### src/rtl/sar_search_controller.sv
// sar_search_controller
// Successive-approximation search engine. Drives a probe value to an external
// comparator, samples its GT/LT/EQ flags and refines the probe one bit per
// probe, MSB first, until the result is resolved.
//
// Parameters
//   WIDTH  : bit width of guess/result (2..16)
//   SETTLE : extra cycles each probe is held before the flags are sampled (0..7)
//
// Ports
//   clk     in   clock, all state changes on the rising edge
//   rst     in   synchronous active-high reset
//   start   in   begin a search (accepted only while idle)
//   GT      in   comparator flag: guess > target
//   LT      in   comparator flag: guess < target
//   EQ      in   comparator flag: guess == target
//   guess   out  registered probe value to the comparator
//   busy    out  high while probing
//   done    out  one-cycle pulse at end of search
//   result  out  final search value, held until the next accepted start
//   err     out  non-one-hot comparator flags seen during the last search
//   probes  out  number of probes evaluated in the last search
//
// Configuration macro
//   SAR_EARLY_EXIT_EN : when defined, an EQ-only sample ends the search at once.
//                       When undefined, EQ behaves like LT and all WIDTH probes run.

module sar_search_controller #(
  parameter int WIDTH  = 4,
  parameter int SETTLE = 0
) (
  input  logic                       clk,
  input  logic                       rst,
  input  logic                       start,
  input  logic                       GT,
  input  logic                       LT,
  input  logic                       EQ,
  output logic [WIDTH-1:0]           guess,
  output logic                       busy,
  output logic                       done,
  output logic [WIDTH-1:0]           result,
  output logic                       err,
  output logic [$clog2(WIDTH+1)-1:0] probes
);

  localparam int PW = $clog2(WIDTH + 1);
  localparam int IW = $clog2(WIDTH);
  localparam int SW = 3;

  typedef enum logic [1:0] {
    S_IDLE  = 2'd0,
    S_PROBE = 2'd1,
    S_DONE  = 2'd2
  } state_e;

  state_e            state_q, state_d;
  logic [WIDTH-1:0]  guess_q, guess_d;
  logic [WIDTH-1:0]  result_q, result_d;
  logic              err_q, err_d;
  logic [PW-1:0]     probes_q, probes_d;
  logic [SW-1:0]     settle_q, settle_d;
  logic [IW-1:0]     idx_q, idx_d;
  logic              busy_q, busy_d;
  logic              done_q, done_d;

  logic              sample_s;
  logic              legal_s;
  logic              early_s;
  logic              last_bit_s;
  logic [WIDTH-1:0]  upd_s;

  // Exactly one comparator flag must be set for a sample to be trusted.
  function automatic logic is_onehot3(input logic [2:0] f);
    logic r;
    case (f)
      3'b001, 3'b010, 3'b100: r = 1'b1;
      default:                r = 1'b0;
    endcase
    return r;
  endfunction

  // Flags are sampled only in the final cycle of the settle window.
  assign sample_s   = (state_q == S_PROBE) && (settle_q == SW'(SETTLE));
  assign legal_s    = is_onehot3({GT, LT, EQ});
  assign last_bit_s = (idx_q == {IW{1'b0}});

`ifdef SAR_EARLY_EXIT_EN
  assign early_s = legal_s & EQ;
`else
  assign early_s = 1'b0;
`endif

  // Probe value after applying the comparator decision to the current bit:
  // GT clears it, LT (and EQ) keep it.
  always_comb begin
    upd_s = guess_q;
    if (legal_s && GT) begin
      upd_s[idx_q] = 1'b0;
    end else begin
      upd_s = guess_q;
    end
  end

  // State register.
  always_ff @(posedge clk) begin
    if (rst) begin
      state_q <= S_IDLE;
    end else begin
      state_q <= state_d;
    end
  end

  // Next-state logic.
  always_comb begin
    state_d = state_q;
    case (state_q)
      S_IDLE: begin
        if (start) begin
          state_d = S_PROBE;
        end else begin
          state_d = S_IDLE;
        end
      end
      S_PROBE: begin
        if (sample_s && (!legal_s || early_s || last_bit_s)) begin
          state_d = S_DONE;
        end else begin
          state_d = S_PROBE;
        end
      end
      S_DONE:  state_d = S_IDLE;
      default: state_d = S_IDLE;
    endcase
  end

  // Output and datapath next values.
  always_comb begin
    guess_d  = guess_q;
    result_d = result_q;
    err_d    = err_q;
    probes_d = probes_q;
    settle_d = settle_q;
    idx_d    = idx_q;
    busy_d   = (state_d == S_PROBE);
    done_d   = (state_d == S_DONE);
    case (state_q)
      S_IDLE: begin
        if (start) begin
          guess_d  = {1'b1, {(WIDTH-1){1'b0}}};
          idx_d    = IW'(WIDTH - 1);
          probes_d = {PW{1'b0}};
          settle_d = {SW{1'b0}};
          err_d    = 1'b0;
        end else begin
          guess_d = guess_q;
        end
      end
      S_PROBE: begin
        if (sample_s) begin
          probes_d = probes_q + PW'(1);
          settle_d = {SW{1'b0}};
          if (!legal_s) begin
            // Untrusted flags: report the probe that was on the bus.
            err_d    = 1'b1;
            result_d = guess_q;
          end else if (early_s) begin
            result_d = guess_q;
          end else if (last_bit_s) begin
            guess_d  = upd_s;
            result_d = upd_s;
          end else begin
            // Tentatively set the next lower bit for the following probe.
            guess_d                   = upd_s;
            guess_d[idx_q - IW'(1)]   = 1'b1;
            idx_d                     = idx_q - IW'(1);
          end
        end else begin
          settle_d = settle_q + SW'(1);
        end
      end
      S_DONE: begin
        guess_d = guess_q;
      end
      default: begin
        guess_d = guess_q;
      end
    endcase
  end

  // Datapath and output registers.
  always_ff @(posedge clk) begin
    if (rst) begin
      guess_q  <= {WIDTH{1'b0}};
      result_q <= {WIDTH{1'b0}};
      err_q    <= 1'b0;
      probes_q <= {PW{1'b0}};
      settle_q <= {SW{1'b0}};
      idx_q    <= {IW{1'b0}};
      busy_q   <= 1'b0;
      done_q   <= 1'b0;
    end else begin
      guess_q  <= guess_d;
      result_q <= result_d;
      err_q    <= err_d;
      probes_q <= probes_d;
      settle_q <= settle_d;
      idx_q    <= idx_d;
      busy_q   <= busy_d;
      done_q   <= done_d;
    end
  end

  assign guess  = guess_q;
  assign busy   = busy_q;
  assign done   = done_q;
  assign result = result_q;
  assign err    = err_q;
  assign probes = probes_q;

endmodule

### config.mk
export PLATFORM = sky130hd
export DESIGN_NAME = sar_search_controller
export DESIGN_NICKNAME = d
export VERILOG_FILES = /design/src/rtl/sar_search_controller.sv
export SDC_FILE = /design/constraint.sdc
export NUM_CORES = 1
export LEC_CHECK = 0
export ABC_AREA = 1
export BUFFER_PORTS_ARGS = -buffer_cell sky130_fd_sc_hd__buf_2
export CAP_MARGIN = 20
export CORE_UTILIZATION = 53
export CTS_CLUSTER_SIZE = 16
export DETAILED_ROUTE_END_ITERATION = 8
export GPL_TIMING_DRIVEN = 0
export MAX_ROUTING_LAYER = met4
export PLACE_DENSITY = 0.76
export SYNTH_ARGS = -nofsm -noshare
export SYNTH_HDL_FRONTEND = slang
export SYNTH_SLANG_ARGS = --single-unit
### constraint.sdc
create_clock -name clk -period 1.55 [get_ports clk]
set_input_delay 0 -clock clk [delete_from_list [all_inputs] [get_ports clk]]
set_output_delay 0 -clock clk [all_outputs]
set_load 0.005 [all_outputs]
==> impl_metrics.tcl <==
set metrics [dict create \
    outcome "finished, final reports clean" \
    ir_worst_vdd_v 0.0004965 \
    layout_commonest_cell "nand2_1" \
    drt_iter0_markers 10 \
    ys_types 24 \
    min_period_ns 1.407 \
    cts_sinks 21 \
    fillers 197 \
    multi_input_area_sq_um 584.3 \
    arrival_ns 1.62 \
    coreArea_sq_um 1962 \
    numCtsBuffers 3 \
    synth_area_per_cell_sq_um 7.568 \
    cts-htree-levels 1 \
    hold_buffers 0 \
    met2_usage_pct 35.07 \
    synthCells 145 \
    area_growth_pct 14.37 \
    synth.yosys.warnings 0 \
    cts_root_buf "clkbuf_4" \
    grt_antenna_before_repair 0 \
    critPathSlowestCell "dfxtp_1" \
    clk_latency_ns 0.30 \
    hold_class "in2reg" \
    cp_common_cell "nand2_4" \
    gp_congestion 0.8317 \
    diodes 0 \
    chipHeight_um 47.50 \
    hp-start "rst" \
    first_global_vias 799 \
    hold_viol 0 \
    regArea_sq_um 421.7 \
    max_freq_mhz 710.6 \
    met3_usage_pct 3.396 \
    dieArea_sq_um 2256 \
    synth_area_leaders "dfxtp_1 38%, nand2_1 8.6%, ha_1 8.0%" \
    min_period_over_period_pct 90.79 \
    cp-end-kind "register" \
    slew_violations 0 \
    yosysTopAreaCell "dfxtp_1" \
    r2r-end "idx_q[0]$_SDFFE_PP0P_" \
    cts_tree "yes" \
    synth_ff_type "dfxtp_1" \
    holdPathStages 4 \
    io_pins 20 \
    timing.max_cap.violations 0 \
    path_cells "inv_1, ha_1, inv_1, nor2_4, nand2_4, nand2_4, nand2_4, nand2_2, a21oi_1, nor2_1" \
    drt_first_pass_iters 4 \
    wl_per_cell_um 10.84 \
    grt_pass1_wl_um 3346 \
    final_antenna_net_count 0 \
    dp_hpwl_um 1598 \
    mostFrequentLayoutCells "25 x nand2_1, 20 x dfxtp_1, 19 x inv_1, 19 x buf_2, 18 x nor2_1" \
    crit_type "reg2reg" \
    use_met1_pct 28.28 \
    clockBufferDepth 2 \
    ff2ff_setup_slack_ns 0.14 \
    grt_max_degree 13 \
    ys_seq_elements 21 \
    cp_max_fo 6 \
    power_w 0.001198 \
    reg2reg_from "settle_q[0]$_SDFFE_PP0P_" \
    synth_area_sq_um 1097 \
    min_to "err$_SDFFE_PP0P_" \
    start_util_pct 55.93 \
    fp.dieW_um 47.50 \
    synth_nets 158 \
    synth_edf_count 0 \
    vias 967 \
    clock_skew_ns 0.004685 \
    grt-ovfl-total 0 \
    worstMarginPinSlew_ns 0.4878 \
    path_clk_slew_ns 0.12 \
    synth_top_area_share_pct 38.31 \
    reg2reg_depth 10 \
    fin_nets 182 \
    worstPathRequired_ns 1.76 \
    slew_headroom_pct 67.48 \
    rsz0062_at_grt "false" \
    viasPerCell 4.959 \
    timing.setup.tns_ns 0 \
    io_buffers 19 \
    drc 0 \
    wl_um 2113 \
    top_usage_layer "met2" \
    finalSetupViolations 0 \
    startpoint_type "register" \
    grt_usage_pct 21.94 \
    drive_gt1_share_pct 25.60 \
    rows 16 \
    power.density_nw_per_um2 954.9 \
    synth-seq-area-share_pct 38.31 \
    slowest_delay_ns 0.37 \
    async_flop_share_pct 0 \
    leakage_nw 0.6323 \
]
-- registers in the layout (all words and copies together), names as in the netlist --
| register | flops |
|---|---|
| done | 1 |
| busy | 1 |
| settle_q | 3 |
| idx_q | 2 |
| state_q | 2 |
| guess | 4 |
| result | 4 |
| probes | 3 |
| err | 1 |
-- report_power, final --
part | internal (W) | switching [W]
combinational | 0.000112 | 0.000208
sequential | 0.000585 | 0.0000299
clock | 0.0000961 | 0.000167
total | 0.000793 | 0.000405
-- stage by stage --
stage	hold slack, ns	utilization, %	setup slack, ns	area, sq um	std cells
detailed placement	0.3333	62.50	0.1444	1226	191
CTS	0.006190	63.90	0.1234	1254	195
global placement	0.3346	62.50	0.1456	1226	191
finish	0.01306	63.97	0.1427	1255	195
floorplan	0.1863	-	0.2931	1097	145
global route	0.02893	63.97	0.03440	1255	195
-- how the worst max path moves through the flow --
stage                                   startpoint                endpoint  cells after the start
final                     settle_q[0]$_SDFFE_PP0P_   idx_q[0]$_SDFFE_PP0P_                     10
after global routing      settle_q[0]$_SDFFE_PP0P_   idx_q[0]$_SDFFE_PP0P_                     10
after CTS                    idx_q[0]$_SDFFE_PP0P_  result[0]$_SDFFE_PP0P_                      8
after detailed placement     idx_q[0]$_SDFFE_PP0P_  result[3]$_SDFFE_PP0P_                      8
after global placement       idx_q[0]$_SDFFE_PP0P_  result[0]$_SDFFE_PP0P_                      8
after floorplan           settle_q[0]$_SDFFE_PP0P_   idx_q[1]$_SDFFE_PP0P_                     10
-- kinds of logic after synthesis --
family,count (synthesis),synth area share (%)
and+or+nand+nor,70,32.84
buffers and inverters,24,8.438
AOI/OAI and AO/OA,22,11.63
DFF,21,38.31
adders and majority gates,7,7.981
xor gates and xnor gates,1,0.7983
-- timing repair --
item / 4_1_cts / 5_1_grt
buffers inserted: 0 / 0
setup endpoints to repair: 0 / 5
gates resized for setup: 0 / 1
-- cell usage after synthesis, types with 2 or more instances --
cell     count
a21oi_2      3
nor3_1       3
inv_1       19
dfxtp_1     21
nand3_1     10
nor2_1      18
nor2_4       2
ha_1         7
nand2_1     25
o21ai_0      5
nand2_2      3
a21oi_1     11
nand2_4      5
inv_2        3
-- cell type report --
| cell class | instances | area share, % |
|---|---|---|
| repair buffers | 19 | 7.577 |
| flip-flops and latches | 21 | 33.60 |
| clock inverters | 1 | 0.3988 |
| multi-input cells | 100 | 46.56 |
| clock buffers | 3 | 1.795 |
| plain buffers | 1 | 0.2991 |
| well taps | 27 | 2.692 |
| inverters | 23 | 7.079 |
-- worst max-delay path, delay by kind of cell (launching register included) --
kind	cells	cell delay, ns
DFF	1	0.37
adders and majority gates	1	0.19
buffers and inverters	2	0.16
and+or+nand+nor	6	0.46
AOI/OAI and AO/OA	1	0.13
-- metal layers --
metal	vias up	wire length (um)
li1	507	-
met1	432	998
met2	24	1014
met3	4	79
met4	0	21
met5	-	0
(Power assumes the default switching activity.)
